### config.mk
export PLATFORM = sky130hd
export DESIGN_NAME = ghost_collision_ctrl_flat
export DESIGN_NICKNAME = d
export VERILOG_FILES = /design/src/rtl/ghost_collision_if.sv /design/src/rtl/ghost_collision_ctrl.sv /design/src/flat_wrapper.sv
export SDC_FILE = /design/constraint.sdc
export NUM_CORES = 1
export LEC_CHECK = 0
export ABC_AREA = 1
export CAP_MARGIN = 15
export CORE_MARGIN = 4
export CORE_UTILIZATION = 43
export CTS_BUF_LIST = sky130_fd_sc_hd__clkbuf_8
export CTS_CLUSTER_SIZE = 24
export DETAILED_ROUTE_END_ITERATION = 6
export PLACE_DENSITY_LB_ADDON = 0.25
export SLEW_MARGIN = 20
export SYNTH_ARGS = -nofsm -noshare
export SYNTH_HDL_FRONTEND = slang
export SYNTH_SLANG_ARGS = --single-unit
### constraint.sdc
create_clock -name clk -period 4.3 [get_ports clk]
set_input_delay 0.645 -clock clk [delete_from_list [all_inputs] [get_ports clk]]
set_output_delay 0.645 -clock clk [all_outputs]
set_load 0.01 [all_outputs]
### src/rtl/ghost_collision_if.sv
// Signal bundle between the VGA/sprite side and ghost_collision_ctrl.
// The master drives pixel position, sprite flags and positions; the slave returns game state.
interface ghost_collision_if;
  logic [9:0] x;
  logic [9:0] y;
  logic       yoshi_on;
  logic       ghost_crazy_on;
  logic [9:0] y_x;
  logic [9:0] y_y;
  logic [9:0] g_c_x;
  logic [9:0] g_c_y;
  logic       restart;
  logic [3:0] lives;
  logic       hit_pulse;
  logic       ghost_respawn;
  logic       yoshi_blank;
  logic       game_over;

  modport master (
    output x, y, yoshi_on, ghost_crazy_on, y_x, y_y, g_c_x, g_c_y, restart,
    input  lives, hit_pulse, ghost_respawn, yoshi_blank, game_over
  );

  modport slave (
    input  x, y, yoshi_on, ghost_crazy_on, y_x, y_y, g_c_x, g_c_y, restart,
    output lives, hit_pulse, ghost_respawn, yoshi_blank, game_over
  );
endinterface

### src/rtl/ghost_collision_ctrl.sv
// Per-frame ghost/Yoshi collision, life counter, invulnerability blink and game-over control.
// Define GHOST_COLLISION_BOX_EN to also detect hits by 16x16 bounding-box overlap.
module ghost_collision_ctrl #(
  parameter int LIVES         = 3,
  parameter int INVULN_FRAMES = 120,
  parameter int BLINK_BIT     = 3,
  parameter int MAX_Y         = 480
) (
  input  logic clk,
  input  logic reset,
  ghost_collision_if.slave bus
);

  typedef enum logic [1:0] {
    ST_PLAY   = 2'd0,
    ST_INVULN = 2'd1,
    ST_OVER   = 2'd2
  } state_e;

  state_e     state_q, state_d;
  logic [3:0] lives_q, lives_d;
  logic [7:0] inv_cnt_q, inv_cnt_d;
  logic       hit_latch_q, hit_latch_d;
  logic       tick_prev_q, tick_prev_d;
  logic       hit_pulse_q, hit_pulse_d;
  logic       respawn_q, respawn_d;

  logic tick_cmp;
  logic frame_tick;
  logic hit_set;
  logic hit_now;
  logic box_hit;

  assign tick_cmp   = (bus.x == 10'd0) && (bus.y == 10'(MAX_Y));
  // Edge detect: the compare stays true for several clocks per pixel.
  assign frame_tick = tick_cmp && !tick_prev_q;
  assign tick_prev_d = tick_cmp;

`ifdef GHOST_COLLISION_BOX_EN
  logic [10:0] box_dx;
  logic [10:0] box_dy;

  always_comb begin
    box_dx = (bus.g_c_x >= bus.y_x) ? ({1'b0, bus.g_c_x} - {1'b0, bus.y_x})
                                    : ({1'b0, bus.y_x} - {1'b0, bus.g_c_x});
    box_dy = (bus.g_c_y >= bus.y_y) ? ({1'b0, bus.g_c_y} - {1'b0, bus.y_y})
                                    : ({1'b0, bus.y_y} - {1'b0, bus.g_c_y});
    box_hit = (box_dx < 11'd16) && (box_dy < 11'd16);
  end
`else
  logic unused_box_inputs;
  assign unused_box_inputs = ^{bus.g_c_x, bus.g_c_y, bus.y_x, bus.y_y};
  assign box_hit = 1'b0;
`endif

  assign hit_set = (bus.yoshi_on && bus.ghost_crazy_on) || box_hit;
  // A hit in the tick cycle itself still belongs to the frame that is closing.
  assign hit_now = hit_latch_q || hit_set;

  always_comb begin
    state_d     = state_q;
    lives_d     = lives_q;
    inv_cnt_d   = inv_cnt_q;
    hit_pulse_d = 1'b0;
    respawn_d   = 1'b0;
    hit_latch_d = frame_tick ? 1'b0 : (hit_latch_q || hit_set);

    case (state_q)
      ST_PLAY: begin
        if (frame_tick && hit_now) begin
          hit_pulse_d = 1'b1;
          respawn_d   = 1'b1;
          if (lives_q <= 4'd1) begin
            lives_d = 4'd0;
            state_d = ST_OVER;
          end else begin
            lives_d   = lives_q - 4'd1;
            inv_cnt_d = 8'(INVULN_FRAMES);
            state_d   = ST_INVULN;
          end
        end
      end
      ST_INVULN: begin
        if (frame_tick) begin
          if (inv_cnt_q <= 8'd1) begin
            inv_cnt_d = 8'd0;
            state_d   = ST_PLAY;
          end else begin
            inv_cnt_d = inv_cnt_q - 8'd1;
          end
        end
      end
      ST_OVER: begin
        lives_d = 4'd0;
        // Restart beats a coincident frame tick and drops any pending hit.
        if (bus.restart) begin
          state_d     = ST_PLAY;
          lives_d     = 4'(LIVES);
          inv_cnt_d   = 8'd0;
          respawn_d   = 1'b1;
          hit_latch_d = 1'b0;
        end
      end
      default: begin
        state_d = ST_PLAY;
      end
    endcase
  end

  always_ff @(posedge clk) begin
    if (!reset) begin
      state_q     <= ST_PLAY;
      lives_q     <= 4'(LIVES);
      inv_cnt_q   <= 8'd0;
      hit_latch_q <= 1'b0;
      tick_prev_q <= 1'b1;
      hit_pulse_q <= 1'b0;
      respawn_q   <= 1'b0;
    end else begin
      state_q     <= state_d;
      lives_q     <= lives_d;
      inv_cnt_q   <= inv_cnt_d;
      hit_latch_q <= hit_latch_d;
      tick_prev_q <= tick_prev_d;
      hit_pulse_q <= hit_pulse_d;
      respawn_q   <= respawn_d;
    end
  end

  assign bus.lives         = lives_q;
  assign bus.hit_pulse     = hit_pulse_q;
  assign bus.ghost_respawn = respawn_q;
  assign bus.game_over     = (state_q == ST_OVER);
  assign bus.yoshi_blank   = (state_q == ST_INVULN) && inv_cnt_q[BLINK_BIT];

endmodule

### src/flat_wrapper.sv
// flat-port wrapper written by rule: the top's interface ports become plain ports
module ghost_collision_ctrl_flat 
#(
  parameter int LIVES         = 3,
  parameter int INVULN_FRAMES = 120,
  parameter int BLINK_BIT     = 3,
  parameter int MAX_Y         = 480
)
  (clk, reset, bus_x, bus_y, bus_yoshi_on, bus_ghost_crazy_on, bus_y_x, bus_y_y, bus_g_c_x, bus_g_c_y, bus_restart, bus_lives, bus_hit_pulse, bus_ghost_respawn, bus_yoshi_blank, bus_game_over);
  ghost_collision_if bus_i ();
  input  logic clk;
  input  logic reset;
  input wire logic [$bits(bus_i.x)-1:0] bus_x;
  input wire logic [$bits(bus_i.y)-1:0] bus_y;
  input wire logic [$bits(bus_i.yoshi_on)-1:0] bus_yoshi_on;
  input wire logic [$bits(bus_i.ghost_crazy_on)-1:0] bus_ghost_crazy_on;
  input wire logic [$bits(bus_i.y_x)-1:0] bus_y_x;
  input wire logic [$bits(bus_i.y_y)-1:0] bus_y_y;
  input wire logic [$bits(bus_i.g_c_x)-1:0] bus_g_c_x;
  input wire logic [$bits(bus_i.g_c_y)-1:0] bus_g_c_y;
  input wire logic [$bits(bus_i.restart)-1:0] bus_restart;
  output wire logic [$bits(bus_i.lives)-1:0] bus_lives;
  output wire logic [$bits(bus_i.hit_pulse)-1:0] bus_hit_pulse;
  output wire logic [$bits(bus_i.ghost_respawn)-1:0] bus_ghost_respawn;
  output wire logic [$bits(bus_i.yoshi_blank)-1:0] bus_yoshi_blank;
  output wire logic [$bits(bus_i.game_over)-1:0] bus_game_over;
  assign bus_i.x = bus_x;
  assign bus_i.y = bus_y;
  assign bus_i.yoshi_on = bus_yoshi_on;
  assign bus_i.ghost_crazy_on = bus_ghost_crazy_on;
  assign bus_i.y_x = bus_y_x;
  assign bus_i.y_y = bus_y_y;
  assign bus_i.g_c_x = bus_g_c_x;
  assign bus_i.g_c_y = bus_g_c_y;
  assign bus_i.restart = bus_restart;
  assign bus_lives = bus_i.lives;
  assign bus_hit_pulse = bus_i.hit_pulse;
  assign bus_ghost_respawn = bus_i.ghost_respawn;
  assign bus_yoshi_blank = bus_i.yoshi_blank;
  assign bus_game_over = bus_i.game_over;
  ghost_collision_ctrl #(.LIVES(LIVES), .INVULN_FRAMES(INVULN_FRAMES), .BLINK_BIT(BLINK_BIT), .MAX_Y(MAX_Y)) u_core (.clk(clk), .reset(reset), .bus(bus_i));
endmodule
After elaboration in Yosys (flattened, before gate mapping)
Cells that the tools add are included.
{"block": "totals", "in_bits": 65, "regBits": 18, "out_inout_bits": 8, "wordCells": 56}
{"block": "op_classes", "n_lt_le_gt_ge": 2, "mux": 22, "eq_ne": 8, "reduce_logical": 15, "n_addsub": 2}
{"op": "8-bit 2-to-1 mux", "count": 5}
{"op": "8-bit case mux with 3 select lines", "count": 1}
{"op": "2-bit 2-to-1 mux", "count": 6}
{"op": "10-bit by 9-bit == test with 1-bit output, second input constant", "count": 1}
{"op": "10-bit zero test", "count": 1}
{"op": "8-bit by 1-bit less-or-equal comparator with 1-bit output, second input constant", "count": 1}
{"op": "4-bit 2-to-1 mux", "count": 2}
{"op": "4-bit case mux with 2 select lines", "count": 1}
{"op": "8-bit by 1-bit subtractor with 8-bit output, second input constant", "count": 1}
{"op": "2-bit by 1-bit != test with 1-bit output, second input constant", "count": 3}
{"op": "2-bit case mux with 3 select lines", "count": 1}
{"op": "1-bit logical AND", "count": 5}
{"op": "1-bit 2-to-1 mux", "count": 5}
{"op": "5-bit AND reduction", "count": 1}
{"op": "4-bit by 1-bit less-or-equal comparator with 1-bit output, second input constant", "count": 1}
{"op": "2-bit != test, second input constant", "count": 2}
{"op": "2-bit AND reduction", "count": 2}
{"op": "4-bit AND reduction", "count": 1}
{"op": "4-bit by 1-bit subtractor with 4-bit output, second input constant", "count": 1}
{"op": "3-bit nonzero test", "count": 1}
{"op": "2-bit by 1-bit == test with 1-bit output, second input constant", "count": 1}
{"op": "2-bit == test, second input constant", "count": 1}
{"op": "2-bit zero test", "count": 1}
{"op": "1-bit case mux with 2 select lines", "count": 1}
{"op": "other kinds (3)", "count": 3}

Longest topological paths before layout
Gate-level depths: netlist (run 1).
{"block": "logic_depth", "ltp_word": 6, "mapped_depth": 11, "depth_no_buf": 11}

Least setup slack after synthesis (run 1)
No wires, ideal clock.
{"block": "synth_timing", "path_kind": "input-to-reg", "from": "input bus_x[7]", "to": "register u_core.inv_cnt_q[6]", "setup_slack_ns": 2.554, "stages": 8, "setup_ns": 0.113, "required_time_ns": 4.187, "arrival_ns": 1.633, "n_path_buf": 0, "path_cell_list": "nor2_1 -> nand2_1 -> nor2_4 -> nand4_4 -> a21oi_4 -> nand3_4 -> nor2_1 -> nor2_1"}
{"block": "synth_via", "elab_chain_cells": 6, "elab_cells_between_ends": 7, "cone_classes": "eq/ne: 2; reduce/logical: 5"}
{"item": "start, declared", "line": "flat_wrapper.sv:13", "rtl": "input wire logic [$bits(bus_i.x)-1:0] bus_x;"}
{"item": "10-bit zero test (*)", "line": "ghost_collision_ctrl.sv:34", "rtl": "assign tick_cmp = (bus.x == 10'd0) && (bus.y == 10'(MAX_Y));"}
{"item": "1-bit logical AND (*)", "line": "ghost_collision_ctrl.sv:34"}
{"item": "1-bit logical AND (*)", "line": "ghost_collision_ctrl.sv:36", "rtl": "assign frame_tick = tick_cmp && !tick_prev_q;"}
{"item": "1-bit logical AND", "line": "ghost_collision_ctrl.sv:70", "rtl": "if (frame_tick && hit_now) begin"}
{"item": "2-bit by 1-bit != test with 1-bit output (no source line)"}
{"item": "5-bit AND reduction (no source line) (*)"}
{"item": "end signal, assigned", "line": "ghost_collision_ctrl.sv:122", "rtl": "inv_cnt_q <= inv_cnt_d;"}
{"item": "end, declared", "line": "ghost_collision_ctrl.sv:22", "rtl": "logic [7:0] inv_cnt_q, inv_cnt_d;"}
Mark *: on every way between the ends. The rest lies on a longest branch, timed or not.
A chain may end at the register's enable or synchronous reset.

Worst setup path in the final report (run 1)
{"block": "layout_timing", "from": "register u_core.state_q[1]", "to": "output bus_yoshi_blank"}
{"block": "layout_via", "elab_chain_cells": 2}
{"item": "start, declared", "line": "ghost_collision_ctrl.sv:20", "rtl": "state_e state_q, state_d;"}
{"item": "start signal, assigned", "line": "ghost_collision_ctrl.sv:120", "rtl": "state_q <= state_d;"}
{"item": "2-bit by 1-bit == test with 1-bit output", "line": "ghost_collision_ctrl.sv:134", "rtl": "assign bus.yoshi_blank = (state_q == ST_INVULN) && inv_cnt_q[BLINK_BIT];"}
{"item": "1-bit logical AND", "line": "ghost_collision_ctrl.sv:134"}
{"item": "end, declared", "line": "flat_wrapper.sv:25", "rtl": "output wire logic [$bits(bus_i.yoshi_blank)-1:0] bus_yoshi_blank;"}
No other way between the ends.

==> results of run 1 <==
==> layout by cell type (no fill, tap or decap), drive strengths merged, types with 8 or more instances in the layout <==
cell           netlist  layout
clkdlybuf4s50        0      32
dfxtp               18      18
ha                   8       8
inv                 34      34
nand2               47      47
nand3               15      15
nand4               12      12
nor2                38      38
==> sequential cells by signal (all words and copies together) (netlist names) <==
register,cells
u_core.state_q,2
u_core.bus.ghost_respawn,1
u_core.tick_prev_q,1
u_core.hit_latch_q,1
u_core.inv_cnt_q,8
u_core.bus.lives,4
u_core.bus.hit_pulse,1
==> power by group through the flow <==
stage	Clock (µW)	Sequential (µW)	Combinational (µW)
after floorplan	0	224	316
after detailed placement	0	227	409
after global routing	153	228	474
final	143	223	413
after CTS	146	223	412
after global placement	0	226	405
==> per-stage QoR <==
stage          cell area (µm²)  setup WS [ns]
2_1_floorplan             1330           2.55
3_3_place_gp              1670           1.92
3_5_place_dp              1670           1.91
4_1_cts                   1720           1.96
5_1_grt                   1720           1.87
6_report                  1720           1.97
==> final cells by class <==
type                            count  area, µm²  area share (%)
Inverter                           34        128            7.41
Timing Repair Buffer               32        320            18.6
Tap cell                           31       38.8            2.25
Sequential cell                    18        360            20.9
Multi-Input combinational cell    145        820            47.6
Clock buffer                        4       55.1            3.20
==> final timing paths <==
path,slack (ns),endpoint,start
setup reg to reg,2.38,u_core.inv_cnt_q[6]$_SDFFE_PN0P_,u_core.bus.lives[0]$_SDFFE_PN1P_
hold reg to reg,0.49,u_core.bus.lives[1]$_SDFFE_PN1P_,u_core.bus.lives[1]$_SDFFE_PN1P_
hold / removal,0.49,u_core.bus.lives[1]$_SDFFE_PN1P_,u_core.bus.lives[1]$_SDFFE_PN1P_
setup / recovery,1.97,bus_yoshi_blank,u_core.state_q[1]$_SDFFE_PN0P_
==> worst max-delay path, stage by stage (launching register included) <==
cell and delay [ns]:
dfxtp_1 0.33, inv_1 0.10, ha_1 0.33, nand2_1 0.09, inv_1 0.05, clkdlybuf4s50_1 0.52
==> metal layers <==
layer  up-vias  share of wire, %
met1       533                48
met2        42                42
met5         -                 0
li1        696                 -
met4         0               1.8
met3         5               8.5
==> logic make-up after synthesis <==
family	synth area share, %
DFF	27.2
xor gates and xnor gates	3.96
AOI/OAI and AO/OA	7.93
adders and majority gates	7.55
and+or+nand+nor	42.4
buffers and inverters	11.0
==> results_dict.tcl, run 1 <==
set metrics [dict create \
    drt_iter0_markers 55 \
    postCtsResizedCells 0 \
    ctsHoldBuffers 0 \
    cts_buffers 3 \
    critical_path.endpoint_type "output pin" \
    track_usage_pct 16.0 \
    synth_warnings 0 \
    die-area_um2 4040 \
    final_cells 264 \
    fin_util_pct 60.4 \
    synthArstFlopShare_pct 0 \
    period_share_pct 54.1 \
    ys_ff_latch 18 \
    syn_nets 272 \
    layout-drive-gt1-share_pct 8.15 \
    num-fill-cells 276 \
    leakage_uw 0.000839 \
    synth_most_common_cell "nand2_1" \
    gp_congestion 0.835 \
    timing.hold.ws_ns 0.487 \
    max_freq_mhz 430 \
    clkPwrFrac_pct 18.4 \
    gr-usage-met1_pct 22.0 \
    die_h_um 63.5 \
    grt_use_met2_pct 22.9 \
    hold_class "reg2reg" \
    area_growth_pct 29.8 \
    synthesis.area_um2 1330 \
    wl_per_cell_um 11.0 \
    report.power.total_uw 778 \
    cts_tree "yes" \
    synth_cell_types 32 \
    numPlacedInstances 260 \
    portBuffers 32 \
    nets 307 \
    dpl.hpwl_um 2200 \
    worst_pin_slew_ns 0.558 \
    start_kind "flop" \
    yosys.area.top_type_share_pct 27.2 \
    synth-edff-count 0 \
    arrival_ns 1.68 \
    cts_buffer_depth 2 \
    seqPwrFrac_pct 28.6 \
    dieWidth_um 63.5 \
    ios 73 \
    htree_levels 1 \
    power_density_nw_per_um2 452 \
    core_area_um2 2850 \
    max-vdd-ir-drop_uv 265 \
    crit_required_ns 3.65 \
    overflow 0 \
    grt_max_degree 16 \
    synthTopCellsByCount "nand2_1, nor2_1, inv_1, dfxtp_1, nand3_1" \
    drv_slew 0 \
    relSlewSlack_pct 62.7 \
    antenna_found_initial 0 \
    p_int_uw 443 \
    status "finished clean" \
    p_comb_share_pct 53.0 \
    p_switching_uw 335 \
    clk-insertion-delay-late_ns 0.26 \
    netlist_instances 199 \
    path_class "reg2out" \
    syn-mean-instance-area_um2 6.66 \
    setup_viol 0 \
    use_met3_pct 4.44 \
    p_sw_share_pct 43.1 \
    grt_pass1_vias 1193 \
    drt-vias-per-instance 4.83 \
    setup_tns_ns 0 \
    rows 19 \
    cts.clk_slew.worst_paths_ns 0.07 \
    synth_top_area_cell "dfxtp_1" \
    finalClockSkew_ns 0.00269 \
    post-cts-setup-buffer-count 0 \
    yosysSeqAreaShare_pct 27.2 \
    synth_top_flop_cell "dfxtp_1" \
    routed_wl_um 2900 \
    grt_busiest_layer "met2" \
    maxCapViolations 0 \
    initial_utilization_pct 46.5 \
    rsz0062_at_grt "no" \
    first_pass_iters 5 \
    cp_max_fo 5 \
    rr_worst_depth 10 \
    remaining_drc_errors 0 \
    finalHoldViolations 0 \
    diodes 0 \
    num_vias 1276 \
    grt_pass1_wl_um 5300 \
    cts_sinks 18 \
    cts_root_buf "clkbuf_8" \
    fin_crit_ns 2.33 \
    holdPathStages 2 \
    ant_nets 0 \
    synth_area_leaders "dfxtp_1, nand2_1, nor2_1" \
]
Power figures use the tool's default switching activity.
==> run 2: changes to the inputs <==
--- a/config.mk
+++ b/config.mk
@@ -8,7 +8,7 @@
 export ABC_AREA = 1
 export CAP_MARGIN = 15
 export CORE_MARGIN = 4
-export CORE_UTILIZATION = 43
+export CORE_UTILIZATION = 40
 export CTS_BUF_LIST = sky130_fd_sc_hd__clkbuf_8
 export CTS_CLUSTER_SIZE = 24
 export DETAILED_ROUTE_END_ITERATION = 6
==> constraint.sdc (replaced) <==
create_clock -name clk -period 2.3 [get_ports clk]
set_input_delay 0.345 -clock clk [delete_from_list [all_inputs] [get_ports clk]]
set_output_delay 0.345 -clock clk [all_outputs]
set_load 0.01 [all_outputs]
==> run 2 against run 1 <==
Register-to-register slack got worse by 2.0 ns. Worst setup slack lost 1.7 ns. Hold slack better by 0.010 ns. Sequential share of layout area fell by 0.29 points. Routed wire length increased by 6.1%. Clock power increased by 84%. Clock skew is 0.0025 ns higher.
==> results_dict.tcl, run 2 (same netlist as run 1, synthesis figures left out) <==
set metrics [dict create \
    crit_required_ns 1.96 \
    fin_area_um2 1750 \
    start_kind "flop" \
    path_delay_family "buffers and inverters" \
    initial_utilization_pct 42.7 \
    cts_buffer_depth 2 \
    fin_ws_ns 0.272 \
    finalClockSkew_ns 0.00516 \
    layout-drive-gt1-share_pct 8.55 \
    period_share_pct 88.2 \
    max_freq_mhz 493 \
    drv_slew 0 \
    area_growth_pct 31.6 \
    dieWidth_um 65.6 \
    postCtsResizedCells 0 \
    post-cts-setup-buffer-count 0 \
    routed_wl_um 3070 \
    rows 20 \
    ctsHoldBuffers 0 \
    r2r-end "u_core.inv_cnt_q[7]$_SDFFE_PN0P_" \
    rsz0062_at_grt "no" \
    p_int_uw 830 \
    cp_max_fo 5 \
    maxCapViolations 0 \
    crit_buf_inv 3 \
    diodes 0 \
    hold-path-endpoint "u_core.bus.lives[1]$_SDFFE_PN1P_" \
    die-area_um2 4300 \
    first_pass_iters 4 \
    ant_nets 0 \
    dp_slack_ns 0.204 \
    r2r_slack_ns 0.39 \
    antenna_found_initial 0 \
    leakage_uw 0.000844 \
    relSlewSlack_pct 76.0 \
    p_sw_share_pct 43.3 \
    die_h_um 65.6 \
    critical-path-max-stage-delay_ns 0.52 \
    dpl-instance-area_um2 1690 \
    layout_common_cells "nand2_1, nor2_1, inv_1" \
    critical_path.endpoint_type "output pin" \
    slowest_stage "clkdlybuf4s50_1" \
    worst_pin_slew_ns 0.359 \
    hold_class "reg2reg" \
    startpoint "u_core.state_q[1]$_SDFFE_PN0P_" \
    r2r_start "u_core.bus.lives[0]$_SDFFE_PN1P_" \
    setup_tns_ns 0 \
    final_common_cell "nand2_1" \
    clkPwrFrac_pct 18.0 \
    cp_cell_sequence "inv_1 -> ha_1 -> nand2_1 -> inv_1 -> clkdlybuf4s50_1" \
    nets 308 \
    holdPathStages 2 \
    cts.clk_slew.worst_paths_ns 0.07 \
    arrival_ns 1.68 \
    rr_worst_depth 10 \
    portBuffers 32 \
    wl_per_cell_um 11.1 \
    grt_max_degree 16 \
    p_switching_uw 633 \
    seqPwrFrac_pct 28.6 \
    drt-vias-per-instance 4.77 \
    cts_tree "yes" \
    max-vdd-ir-drop_uv 448 \
    fin_crit_ns 2.03 \
    cts_root_buf "clkbuf_8" \
    path_common_cell "inv_1" \
    holdCritStartpoint "u_core.bus.lives[1]$_SDFFE_PN1P_" \
    ios 73 \
    p_comb_share_pct 53.5 \
    largest_reg_flops 8 \
    drt_iter0_markers 51 \
    path_class "reg2out" \
    top_register "u_core.inv_cnt_q" \
    htree_levels 1 \
    grt_pass1_wl_um 5290 \
    clk-insertion-delay-late_ns 0.25 \
    status "finished clean" \
    remaining_drc_errors 0 \
    grt_pass1_vias 1238 \
    track_usage_pct 15.4 \
    core_area_um2 3100 \
    power_density_nw_per_um2 838 \
    dpl.hpwl_um 2280 \
    gp_congestion 0.865 \
    num_vias 1326 \
    cts_buffers 3 \
    finalHoldViolations 0 \
    cts_sinks 18 \
    overflow 0 \
    setup_viol 0 \
]
-- run 2: cell count changes in the layout (fill, tap and decap cells not counted) --
cell,change
buf_4,+1
-- run 2: area by class of cell --
type                    instances  area [µm²]
clock buffers                   4        55.1
fillers                       335        1360
inverters                      34         128
multi-input cells             145         820
flip-flops and latches         18         360
well taps                      44        55.1
repair buffers                 33         328
-- run 2: how the worst max path moves through the flow --
stage | to | slack [ns] | depth (start not counted)
6_report | bus_yoshi_blank | 0.27 | 5
5_1_grt | bus_yoshi_blank | 0.17 | 5
4_1_cts | bus_yoshi_blank | 0.25 | 5
3_5_place_dp | u_core.inv_cnt_q[7]$_SDFFE_PN0P_ | 0.20 | 11
3_3_place_gp | u_core.inv_cnt_q[6]$_SDFFE_PN0P_ | 0.21 | 10
2_1_floorplan | u_core.inv_cnt_q[6]$_SDFFE_PN0P_ | 0.56 | 9
-- run 2: stage by stage --
stage               power, µW  hold slack [ns]  utilization, %  std cells
floorplan                1010            0.466               -        199
global placement         1190            0.477            54.5        274
detailed placement       1200            0.489            54.5        274
CTS                      1470            0.501            56.3        278
global route             1610            0.532            56.3        278
finish                   1460            0.497            56.3        278
-- run 2: worst reg2reg max path, delay by kind of cell, from the launching register on --
kind	cells	cell delay, ns
and+or+nand+nor	5	0.71
adders and majority gates	1	0.24
buffers and inverters	3	0.30
AOI/OAI and AO/OA	1	0.22
DFF	1	0.39
-- run 2: layer usage --
metal  vias to the layer above  part of all wire (%)  GRT usage [%]
met5                         -                     0              0
met4                         0                  0.68           5.96
met3                         4                   9.1           3.08
met2                        44                    45           24.7
met1                       578                    46           20.3
li1                        700                     -              -
-- run 2: power by group through the flow --
stage | Clock [µW] | Sequential, µW | Combinational [µW]
after floorplan | 0 | 419 | 591
after global placement | 0 | 423 | 763
after detailed placement | 0 | 424 | 772
after CTS | 272 | 417 | 778
after global routing | 288 | 428 | 899
final | 263 | 418 | 782
